==> config.mk <==
export PLATFORM = sky130hd
export DESIGN_NAME = avg_window_flat
export DESIGN_NICKNAME = d
export VERILOG_FILES = /design/src/rtl/avg_pkg.sv /design/src/rtl/avg_window_if.sv /design/src/rtl/avg_ring_buf.sv /design/src/rtl/avg_window.sv /design/src/flat_wrapper.sv
export SDC_FILE = /design/constraint.sdc
export NUM_CORES = 1
export LEC_CHECK = 0
export BUFFER_PORTS_ARGS = -buffer_cell sky130_fd_sc_hd__clkbuf_2
export CAP_MARGIN = 5
export CORE_ASPECT_RATIO = 1.25
export CORE_MARGIN = 2
export CORE_UTILIZATION = 50
export DETAILED_ROUTE_END_ITERATION = 16
export PLACE_DENSITY = 0.65
export SYNTH_ARGS = -nofsm -noshare
export SYNTH_HDL_FRONTEND = slang
export SYNTH_SLANG_ARGS = --single-unit
export TNS_END_PERCENT = 10
==> constraint.sdc <==
create_clock -name clk -period 7.1 [get_ports clk]
set_input_delay 0.355 -clock clk [delete_from_list [all_inputs] [get_ports clk]]
set_output_delay 0.355 -clock clk [all_outputs]
set_load 0.05 [all_outputs]
==> src/rtl/avg_pkg.sv <==
// Shared widths, rounding constant and default parameters for the moving-average filter.
package avg_pkg;

  localparam int DEF_DATA_W     = 8;
  localparam int DEF_LOG2_DEPTH = 3;
  localparam int DEF_ROUND      = 0;

  // Running sum of DEPTH samples of DATA_W bits.
  function automatic int sum_w(input int data_w, input int log2_depth);
    return data_w + log2_depth;
  endfunction

  // Half of the divisor when rounding half-up; nothing to add for a window of one.
  function automatic int round_const(input int log2_depth, input int round);
    return (round != 0 && log2_depth > 0) ? (1 << (log2_depth - 1)) : 0;
  endfunction

  // Pointer width, kept at least one bit so a single-entry window still elaborates.
  function automatic int ptr_w(input int log2_depth);
    return (log2_depth > 0) ? log2_depth : 1;
  endfunction

endpackage

==> src/rtl/avg_window_if.sv <==
// Sample/result bundle of the moving-average filter; master drives samples, slave is the filter.
interface avg_window_if #(
  parameter int DATA_W     = avg_pkg::DEF_DATA_W,
  parameter int LOG2_DEPTH = avg_pkg::DEF_LOG2_DEPTH
);

  localparam int SUM_W = avg_pkg::sum_w(DATA_W, LOG2_DEPTH);

  logic              in_valid;
  logic [DATA_W-1:0] num_in;
  logic              flush;
  logic              out_valid;
  logic [DATA_W-1:0] avg_out;
  logic              win_full;
  logic [SUM_W-1:0]  sum_out;

  modport master (
    output in_valid, num_in, flush,
    input  out_valid, avg_out, win_full, sum_out
  );

  modport slave (
    input  in_valid, num_in, flush,
    output out_valid, avg_out, win_full, sum_out
  );

endinterface

==> src/rtl/avg_ring_buf.sv <==
// Circular window of the last DEPTH samples; exposes the slot about to be overwritten.
module avg_ring_buf
  import avg_pkg::*;
#(
  parameter int DATA_W     = DEF_DATA_W,
  parameter int LOG2_DEPTH = DEF_LOG2_DEPTH
) (
  input  logic              clk,
  input  logic              rs,
  input  logic              clear,
  input  logic              wr_en,
  input  logic [DATA_W-1:0] wr_data,
  output logic [DATA_W-1:0] oldest
);

  localparam int DEPTH = 1 << LOG2_DEPTH;
  localparam int PTR_W = ptr_w(LOG2_DEPTH);

  logic [DATA_W-1:0] win_q [DEPTH];
  logic [DATA_W-1:0] win_d [DEPTH];
  logic [PTR_W-1:0]  ptr_q, ptr_d;

  assign oldest = win_q[ptr_q];

  always_comb begin
    // NOTE: every output of this block is given its hold value first, so no path leaves one unassigned and infers a latch.
    win_d = win_q;
    ptr_d = ptr_q;
    if (clear) begin
      for (int i = 0; i < DEPTH; i++) win_d[i] = '0;
      ptr_d = '0;
    end else if (wr_en) begin
      win_d[ptr_q] = wr_data;
      ptr_d = (ptr_q == PTR_W'(DEPTH - 1)) ? '0 : ptr_q + PTR_W'(1);
    end
  end

  always_ff @(posedge clk) begin
    if (rs) begin
      // NOTE: the window array is reset on purpose: empty slots must read as 0 because the partial-window mean counts them.
      for (int i = 0; i < DEPTH; i++) win_q[i] <= '0;
      ptr_q <= '0;
    end else begin
      win_q <= win_d;
      ptr_q <= ptr_d;
    end
  end

endmodule

==> src/rtl/avg_window.sv <==
// Moving-average filter: running sum over a 2^LOG2_DEPTH window, mean registered one cycle after each sample.
module avg_window
  import avg_pkg::*;
#(
  parameter int DATA_W     = DEF_DATA_W,
  parameter int LOG2_DEPTH = DEF_LOG2_DEPTH,
  parameter int ROUND      = DEF_ROUND
) (
  input logic        clk,
  input logic        rs,
  avg_window_if.slave bus
);

  localparam int DEPTH  = 1 << LOG2_DEPTH;
  localparam int SUM_W  = sum_w(DATA_W, LOG2_DEPTH);
  localparam int FILL_W = LOG2_DEPTH + 1;
  localparam int RND    = round_const(LOG2_DEPTH, ROUND);

  logic              accept;
  logic [DATA_W-1:0] oldest;
  logic [SUM_W-1:0]  sum_next, sum_rnd;
  logic [SUM_W-1:0]  sum_q, sum_d;
  logic [FILL_W-1:0] fill_q, fill_d;
  logic [DATA_W-1:0] avg_q, avg_d;
  logic              out_valid_q, out_valid_d;

  assign accept = bus.in_valid & ~bus.flush;

  avg_ring_buf #(
    .DATA_W     (DATA_W),
    .LOG2_DEPTH (LOG2_DEPTH)
  ) u_ring (
    .clk     (clk),
    .rs      (rs),
    .clear   (bus.flush),
    .wr_en   (accept),
    .wr_data (bus.num_in),
    .oldest  (oldest)
  );

  // The evicted sample is already in the sum, so the subtraction never underflows.
  assign sum_next = sum_q + SUM_W'(bus.num_in) - SUM_W'(oldest);
  assign sum_rnd  = sum_next + SUM_W'(RND);

  always_comb begin
    sum_d       = sum_q;
    fill_d      = fill_q;
    avg_d       = avg_q;
    out_valid_d = 1'b0;
    if (bus.flush) begin
      sum_d  = '0;
      fill_d = '0;
      avg_d  = '0;
    end else if (accept) begin
      sum_d       = sum_next;
      avg_d       = DATA_W'(sum_rnd >> LOG2_DEPTH);
      out_valid_d = 1'b1;
      if (fill_q != FILL_W'(DEPTH)) fill_d = fill_q + FILL_W'(1);
    end
  end

  always_ff @(posedge clk) begin
    if (rs) begin
      sum_q       <= '0;
      fill_q      <= '0;
      avg_q       <= '0;
      out_valid_q <= 1'b0;
    end else begin
      sum_q       <= sum_d;
      fill_q      <= fill_d;
      avg_q       <= avg_d;
      out_valid_q <= out_valid_d;
    end
  end

  assign bus.out_valid = out_valid_q;
  assign bus.avg_out   = avg_q;
  assign bus.sum_out   = sum_q;
  assign bus.win_full  = (fill_q == FILL_W'(DEPTH));

endmodule

==> src/flat_wrapper.sv <==
// flat-port wrapper written by rule: the top's interface ports become plain ports
module avg_window_flat import avg_pkg::*;
#(
  parameter int DATA_W     = DEF_DATA_W,
  parameter int LOG2_DEPTH = DEF_LOG2_DEPTH,
  parameter int ROUND      = DEF_ROUND
)
  (clk, rs, bus_in_valid, bus_num_in, bus_flush, bus_out_valid, bus_avg_out, bus_win_full, bus_sum_out);
  avg_window_if #(.DATA_W(DATA_W), .LOG2_DEPTH(LOG2_DEPTH)) bus_i ();
  input logic clk;
  input logic rs;
  input wire logic [$bits(bus_i.in_valid)-1:0] bus_in_valid;
  input wire logic [$bits(bus_i.num_in)-1:0] bus_num_in;
  input wire logic [$bits(bus_i.flush)-1:0] bus_flush;
  output wire logic [$bits(bus_i.out_valid)-1:0] bus_out_valid;
  output wire logic [$bits(bus_i.avg_out)-1:0] bus_avg_out;
  output wire logic [$bits(bus_i.win_full)-1:0] bus_win_full;
  output wire logic [$bits(bus_i.sum_out)-1:0] bus_sum_out;
  assign bus_i.in_valid = bus_in_valid;
  assign bus_i.num_in = bus_num_in;
  assign bus_i.flush = bus_flush;
  assign bus_out_valid = bus_i.out_valid;
  assign bus_avg_out = bus_i.avg_out;
  assign bus_win_full = bus_i.win_full;
  assign bus_sum_out = bus_i.sum_out;
  avg_window #(.DATA_W(DATA_W), .LOG2_DEPTH(LOG2_DEPTH), .ROUND(ROUND)) u_core (.clk(clk), .rs(rs), .bus(bus_i));
endmodule
==> results of run 1 <==
==> worst max-delay path by stage <==
stage                                      start                      to  slack [ns]  cells after the start
final                     u_core.u_ring.ptr_q[1]   u_core.bus.sum_out[7]        3.31                     15
after global routing      u_core.u_ring.ptr_q[1]   u_core.bus.sum_out[7]        3.02                     15
after CTS                 u_core.u_ring.ptr_q[1]   u_core.bus.sum_out[7]        3.33                     15
after detailed placement  u_core.u_ring.ptr_q[1]   u_core.bus.sum_out[7]        3.35                     15
after global placement    u_core.u_ring.ptr_q[0]  u_core.bus.sum_out[10]        3.51                     13
after floorplan           u_core.u_ring.ptr_q[1]  u_core.bus.sum_out[10]        3.63                     16
==> cell families after synthesis <==
| kind of cell | after synthesis |
|---|---|
| buffers and inverters | 75 |
| multiplexers | 62 |
| flip-flops | 83 |
| adder cells (fa/ha/maj) | 23 |
| AO/OA/AOI/OAI | 69 |
| XOR/XNOR | 11 |
| AND/OR/NAND/NOR | 157 |
==> power by group <==
group          switching [mW]  internal, mW  total, mW  leakage (nW)
sequential            0.00547         0.472      0.477         0.670
clock                   0.166         0.194      0.360        0.0992
combinational           0.116        0.0612      0.177          1.07
==> stage by stage <==
step	util, %	instance area, um^2	total power, mW	cells
2_1_floorplan	-	4320	0.632	480
3_3_place_gp	53.3	4440	0.662	576
3_5_place_dp	53.3	4440	0.665	576
4_1_cts	55.7	4640	1.02	590
5_1_grt	55.7	4640	1.06	590
6_report	55.7	4640	1.01	590
==> worst reg2reg max path: stages (launching register included) <==
cell      delay, ns
dfxtp_1        0.31
buf_4          0.36
mux2i_1        0.26
nor2_1         0.06
a31oi_1        0.15
nor2_1         0.05
a221o_1        0.29
fa_1           0.49
inv_1          0.07
ha_1           0.29
a21oi_1        0.17
nor2_1         0.07
a311oi_1       0.46
o21ai_0        0.21
xnor2_1        0.15
a221oi_1       0.29
==> cell type report <==
| type | instances | area [um^2] |
|---|---|---|
| clock buffers | 11 | 131 |
| well taps | 97 | 121 |
| inverters | 38 | 143 |
| fillers | 771 | 3690 |
| clock inverters | 3 | 65.1 |
| flip-flops and latches | 83 | 1660 |
| multi-input cells | 322 | 2330 |
| repair buffers | 36 | 190 |
==> cells in the final DEF, fill, tap and decap left out, drive strengths merged, types with 2 or more instances in the layout <==
cell type,count
mux2,5
a221o,2
nand3,5
mux2i,49
nor3,2
nor2,119
clkbuf,43
o21ai,7
xnor2,7
buf,4
and3,4
nor2b,2
a22o,3
a211oi,2
fa,8
a21oi,37
o221ai,2
and3b,2
nor3b,2
a221oi,4
nand2,11
ha,15
a21o,2
a31oi,4
nand4,3
bufinv,2
and2,2
inv,38
mux4,8
dfxtp,83
xor2,4
==> sequential cells by signal, summed over array words and instances (netlist names) <==
name / flops
u_core.u_ring.ptr_q: 3
u_core.fill_q: 4
u_core.bus.sum_out: 11
u_core.bus.out_valid: 1
u_core.u_ring.win_q: 64
==> cells in the mapped netlist (4+ instances only) <==
cell,count
nor2_1,111
dfxtp_1,83
mux2i_1,49
inv_1,37
a21oi_1,34
clkbuf_1,15
ha_1,15
buf_4,11
nand2_1,11
fa_1,8
mux4_2,8
buf_2,7
xnor2_1,7
o21ai_0,6
mux2_2,5
nand3_1,5
nor2_4,5
a31oi_1,4
and3_1,4
xor2_1,4
==> layer usage <==
metal	up-vias	global-route usage [%]	share of wire (%)
met5	-	0	0
met4	0	8.90	2.2
met3	14	3.44	3.0
met2	65	33.0	47
met1	1514	27.8	48
li1	1623	-	-
==> impl_metrics.py, run 1 <==
metrics = {
    "run_status": {
        "outcome": "completed",
    },
    "cts": {
        "insertion_delay_ns": 0.36,
        "cts_resized": 0,
        "cts_tree": "done",
        "hold_buffers": 0,
        "cts.reportedPaths.clkPinSlew_ns": 0.08,
        "h-tree-depth": 3,
        "cts_root_buffer": "clkbuf_8",
        "cts_buffers": 9,
        "post_cts_buffers": 0,
        "clock_sinks": 83,
        "clock_path_buffers": 2,
    },
    "synthesis": {
        "yosys_warnings": 0,
        "synth_nets": 515,
        "synthMuxAreaShare_pct": 16.8,
        "synth_cell_types": 50,
        "synth_top_area_cell": "dfxtp_1",
        "synth_xor_area_share_pct": 2.23,
        "synthCells": 480,
        "yosysTopAreaCellShare_pct": 38.4,
        "synthArstFlopShare_pct": 0,
        "syn-cell-area_mm2": 0.00432,
        "synth-edff-count": 0,
        "synth_top_family_by_area": "multiplexers",
        "synth_flop_cell": "dfxtp_1",
        "synth_seq_area_share_pct": 38.4,
        "yosys.area_share.adder_pct": 8.05,
        "synth_compound_area_share_pct": 10.2,
        "syn_avg_cell_area_um2": 9.00,
        "yosys-top-cells-area": "dfxtp_1 38%, mux2i_1 11%, nor2_1 9.6%",
        "ys_ff_latch": 83,
        "yosys.area_share.simple_pct": 16.4,
    },
    "floorplan": {
        "die_area_mm2": 0.00941,
        "core_mm2": 0.00833,
        "die_x_um": 87.2,
        "die_h_um": 108,
        "rows": 37,
        "initial_core_util_pct": 51.9,
        "io_pins": 33,
    },
    "global_route": {
        "grt_pass1_vias": 3037,
        "antenna_found_initial": 0,
        "grt_first_pass_wirelength_mm": 14.9,
        "track_usage_pct": 20.7,
        "grt_max_degree": 84,
        "gr-total-overflow": 0,
    },
    "routing": {
        "vias": 3216,
        "via_per_inst": 5.45,
        "drc": 0,
        "drtPass1Iterations": 4,
        "routed_wl_mm": 9.12,
        "first_iter_violations": 159,
        "drtAntennaViolNets": 0,
        "wire_per_inst_um": 15.5,
    },
    "worst_setup_path": {
        "reg2regPathDepth": 15,
        "crit_top_cell": "nor2_1",
        "crit_buf_inv": 2,
        "r2r-end": "u_core.bus.sum_out[7]",
        "end_kind": "register",
        "path_class": "register to register",
        "slowest_delay_ns": 0.49,
        "arrival_ns": 4.05,
        "worstPathCellList": "buf_4 -> mux2i_1 -> nor2_1 -> a31oi_1 -> nor2_1 -> a221o_1 -> fa_1 -> inv_1 -> ha_1 -> a21oi_1 -> nor2_1 -> a311oi_1 -> o21ai_0 -> xnor2_1 -> a221oi_1",
        "required_ns": 7.36,
        "path_delay_family": "compound AO/OA/AOI/OAI gates",
        "timing.rr.start": "u_core.u_ring.ptr_q[1]",
        "cp-start-kind": "register",
        "r2r_slack_ns": 3.31,
        "slowest_stage": "fa_1",
        "path_max_fanout": 28,
    },
    "timing": {
        "fin_ws_ns": 3.31,
        "fmax_mhz": 264,
        "setup_tns_ns": 0,
        "whs_ns": 0.310,
        "worst-slew-pin-transition_ns": 1.07,
        "post-route-period-util_pct": 53.4,
        "final-setup-viol-count": 0,
        "hold_violations": 0,
        "fin_skew_ns": 0.00816,
        "relSlewSlack_pct": 28.7,
        "finalCriticalPeriod_ns": 3.79,
        "rsz0062_at_grt": "false",
        "maxSlewViolCount": 0,
    },
    "place": {
        "place_congestion": 0.793,
        "place.port_buffers": 32,
        "hpwlAfterDp_mm": 6.15,
        "pre_cts_ws_ns": 3.35,
    },
    "hold_path": {
        "hold_depth": 3,
        "hold_path_end": "u_core.u_ring.win_q[2]",
        "hp-class": "primary input to register",
        "hold_start": "bus_num_in[2]",
    },
    "pwr": {
        "vdd_drop_max_v": 0.0000865,
        "p_leak_nw": 1.84,
        "p_per_area_mw_per_mm2": 219,
    },
    "cells_and_area": {
        "antenna_cells": 0,
        "area_delta_synth_final_pct": 7.32,
        "final_layout_size_suffix_gt1_share_pct": 15.6,
        "nets": 525,
    },
    "run": {
        "maxCapViolations": 0,
    },
}
Power figures use the tool's default switching activity.
==> inputs of run 2 (changes only) <==
--- a/config.mk
+++ b/config.mk
@@ -5,6 +5,7 @@
 export SDC_FILE = /design/constraint.sdc
 export NUM_CORES = 1
 export LEC_CHECK = 0
+export ABC_AREA = 1
 export BUFFER_PORTS_ARGS = -buffer_cell sky130_fd_sc_hd__clkbuf_2
 export CAP_MARGIN = 5
 export CORE_ASPECT_RATIO = 1.25
==> constraint.sdc (replaced) <==
create_clock -name clk -period 3.93 [get_ports clk]
set_input_delay 0.1965 -clock clk [delete_from_list [all_inputs] [get_ports clk]]
set_output_delay 0.1965 -clock clk [all_outputs]
set_load 0.05 [all_outputs]
==> run 2 against run 1 <==
Effect of this change: synthesized cell count rose by 17%; register-to-register slack got worse by 2.6 ns; critical path type unchanged; wire length rose by 10%; highest routed layer unchanged; design area fell by 2.0%; global-route usage rose by 2.3 points; maximum frequency rose by 16%; core utilization fell by 0.50 points; via count rose by 15%; sequential power rose by 81%; first-iteration DRC count rose by 76%; clock power rose by 59%.
==> impl_metrics.py, run 2 <==
metrics = {
    "place": {
        "place_congestion": 0.863,
        "hpwlAfterDp_mm": 7.13,
        "placed_cells": 666,
        "place.port_buffers": 32,
    },
    "pwr": {
        "seqPwrFrac_pct": 49.2,
        "p_per_area_mw_per_mm2": 386,
        "p_leak_nw": 2.08,
        "p_int_mw": 1.18,
        "comb_power_share_pct": 18.1,
        "switching_power_mw": 0.569,
        "switching_share_pct": 32.5,
        "vdd_drop_max_v": 0.000263,
        "p_clk_share_pct": 32.7,
    },
    "floorplan": {
        "rows": 37,
        "initial_core_util_pct": 51.4,
        "die_h_um": 107,
        "core_mm2": 0.00824,
        "io_pins": 33,
        "die_area_mm2": 0.00922,
        "die_x_um": 86.3,
    },
    "timing": {
        "setup_tns_ns": 0,
        "finalCriticalPeriod_ns": 3.26,
        "maxSlewViolCount": 0,
        "rsz0062_at_grt": "false",
        "post-route-period-util_pct": 82.9,
        "relSlewSlack_pct": 59.5,
        "fmax_mhz": 307,
        "fin_skew_ns": 0.00872,
        "worst-slew-pin-transition_ns": 0.608,
        "final-setup-viol-count": 0,
        "hold_violations": 0,
    },
    "cts": {
        "cts_root_buffer": "clkbuf_8",
        "h-tree-depth": 3,
        "insertion_delay_ns": 0.36,
        "hold_buffers": 0,
        "cts_resized": 0,
        "cts_tree": "done",
        "post_cts_buffers": 0,
        "cts.reportedPaths.clkPinSlew_ns": 0.09,
        "clock_sinks": 83,
        "cts_buffers": 9,
        "clock_path_buffers": 2,
    },
    "worst_setup_path": {
        "path_max_fanout": 8,
        "path_class": "register to register",
        "slowest_stage": "fa_1",
        "reg2regPathDepth": 17,
        "arrival_ns": 3.53,
        "worstPathCellList": "inv_1 -> nand3_1 -> inv_1 -> a22oi_1 -> and3_1 -> nand2_1 -> fa_1 -> inv_1 -> ha_1 -> a21oi_1 -> nor2_1 -> nor2_1 -> nand2_1 -> nand2_1 -> nand3_1 -> nand2_1 -> inv_1",
        "cp-start-kind": "register",
        "end_kind": "register",
        "slowest_delay_ns": 0.48,
        "required_ns": 4.21,
    },
    "synthesis": {
        "synth-edff-count": 0,
        "syn-cell-area_mm2": 0.00423,
        "yosys_warnings": 0,
        "synthArstFlopShare_pct": 0,
        "ys_top_cells_by_count": "93 x nand2_1, 83 x dfxtp_1, 76 x a21oi_1, 71 x o21ai_0, 69 x inv_1",
        "synthCells": 562,
        "yosysTopAreaCellShare_pct": 39.3,
        "ys_ff_latch": 83,
        "syn_avg_cell_area_um2": 7.53,
        "synth_nets": 597,
        "synth.most_common_cell": "nand2_1",
        "synth_seq_area_share_pct": 39.3,
        "yosys-top-cells-area": "dfxtp_1 39%, a21oi_1 9.0%, o21ai_0 8.4%",
        "synth_flop_cell": "dfxtp_1",
        "synth_cell_types": 33,
        "synth_top_area_cell": "dfxtp_1",
    },
    "hold_path": {
        "hp-class": "primary input to register",
        "hold_depth": 2,
    },
    "cells_and_area": {
        "regMostFlops": "u_core.u_ring.win_q",
        "final_common_cell": "nand2_1",
        "largest_reg_flops": 64,
        "nets": 615,
        "stdcell_count": 682,
        "area_delta_synth_final_pct": 7.39,
        "final_layout_size_suffix_gt1_share_pct": 10.9,
        "final_cell_mix": "93 x nand2_1, 83 x dfxtp_1, 76 x a21oi_1, 71 x o21ai_0, 69 x inv_1",
        "antenna_cells": 0,
    },
    "routing": {
        "routed_wl_mm": 10.1,
        "via_per_inst": 5.43,
        "drc": 0,
        "first_iter_violations": 280,
        "vias": 3702,
        "drtAntennaViolNets": 0,
        "wire_per_inst_um": 14.7,
        "drtPass1Iterations": 5,
    },
    "global_route": {
        "use_met1_pct": 30.4,
        "gr-total-overflow": 0,
        "grt_max_degree": 73,
        "grt_util_met3_pct": 4.54,
        "grt_use_met2_pct": 37.2,
        "antenna_found_initial": 0,
        "track_usage_pct": 23.1,
        "busiest_layer": "met2",
        "grt_pass1_vias": 3453,
        "grt_first_pass_wirelength_mm": 16.7,
    },
    "run_status": {
        "outcome": "completed",
    },
    "run": {
        "maxCapViolations": 0,
    },
}
[run 2: critical path, delay by kind of cell (launching register included)]
kind	cells	cell delay [ns]
compound gates	2	0.54
fa+ha+maj	2	0.82
buf+inv	4	0.40
flops	1	0.46
simple gates	9	0.95
[run 2: logic make-up (layout without fill, tap and decap cells)]
family | count (synthesis) | after routing | synth area share (%)
buffers and inverters | 105 | 128 | 10.8
flip-flops | 83 | 83 | 39.3
XOR/XNOR | 4 | 4 | 0.828
AO/OA/AOI/OAI | 168 | 168 | 21.2
AND/OR/NAND/NOR | 179 | 179 | 19.7
adder cells (fa/ha/maj) | 23 | 23 | 8.22
[run 2: power by group through the flow]
stage | combinational (mW) | clock [mW] | sequential, mW
after floorplan | 0.232 | 0 | 0.904
after global placement | 0.314 | 0 | 0.882
after detailed placement | 0.315 | 0 | 0.882
after CTS | 0.317 | 0.588 | 0.863
after global routing | 0.359 | 0.618 | 0.865
final | 0.318 | 0.573 | 0.863
[run 2: final timing paths]
| path | startpoint | to | slack, ns |
|---|---|---|---|
| max reg2reg | u_core.u_ring.ptr_q[1] | u_core.bus.sum_out[8] | 0.67 |
| min reg2reg | u_core.fill_q[3] | u_core.fill_q[3] | 0.47 |
| max | u_core.u_ring.ptr_q[1] | u_core.bus.sum_out[8] | 0.67 |
| min | rs | u_core.bus.out_valid | 0.07 |
[run 2: cell type report]
cell class / count / area (um^2)
fill: 809 / 3690
multi-input combinational: 374 / 2120
sequential: 83 / 1660
inverter: 79 / 302
timing repair buffer: 33 / 168
clock buffer: 10 / 128
tap: 97 / 121
clock inverter: 6 / 48.8
[run 2: per-stage QoR]
| stage | utilization (%) | hold WS [ns] | setup slack (ns) | power, mW | area [um^2] |
|---|---|---|---|---|---|
| after global routing | 55.2 | 0.0740 | 0.332 | 1.84 | 4550 |
| final | 55.2 | 0.0719 | 0.671 | 1.75 | 4550 |
| after global placement | 53.0 | 0.455 | 0.766 | 1.20 | 4370 |
| after floorplan | - | 0.281 | 1.12 | 1.14 | 4230 |
| after detailed placement | 53.0 | 0.454 | 0.777 | 1.20 | 4370 |
| after CTS | 55.2 | 0.0613 | 0.729 | 1.77 | 4550 |
[run 2: per-layer routing]
layer  vias up  part of all wire [%]
met4         0                   2.5
met2       106                    47
met1      1690                    46
met5         -                     0
met3        22                   4.7
li1       1884                     -
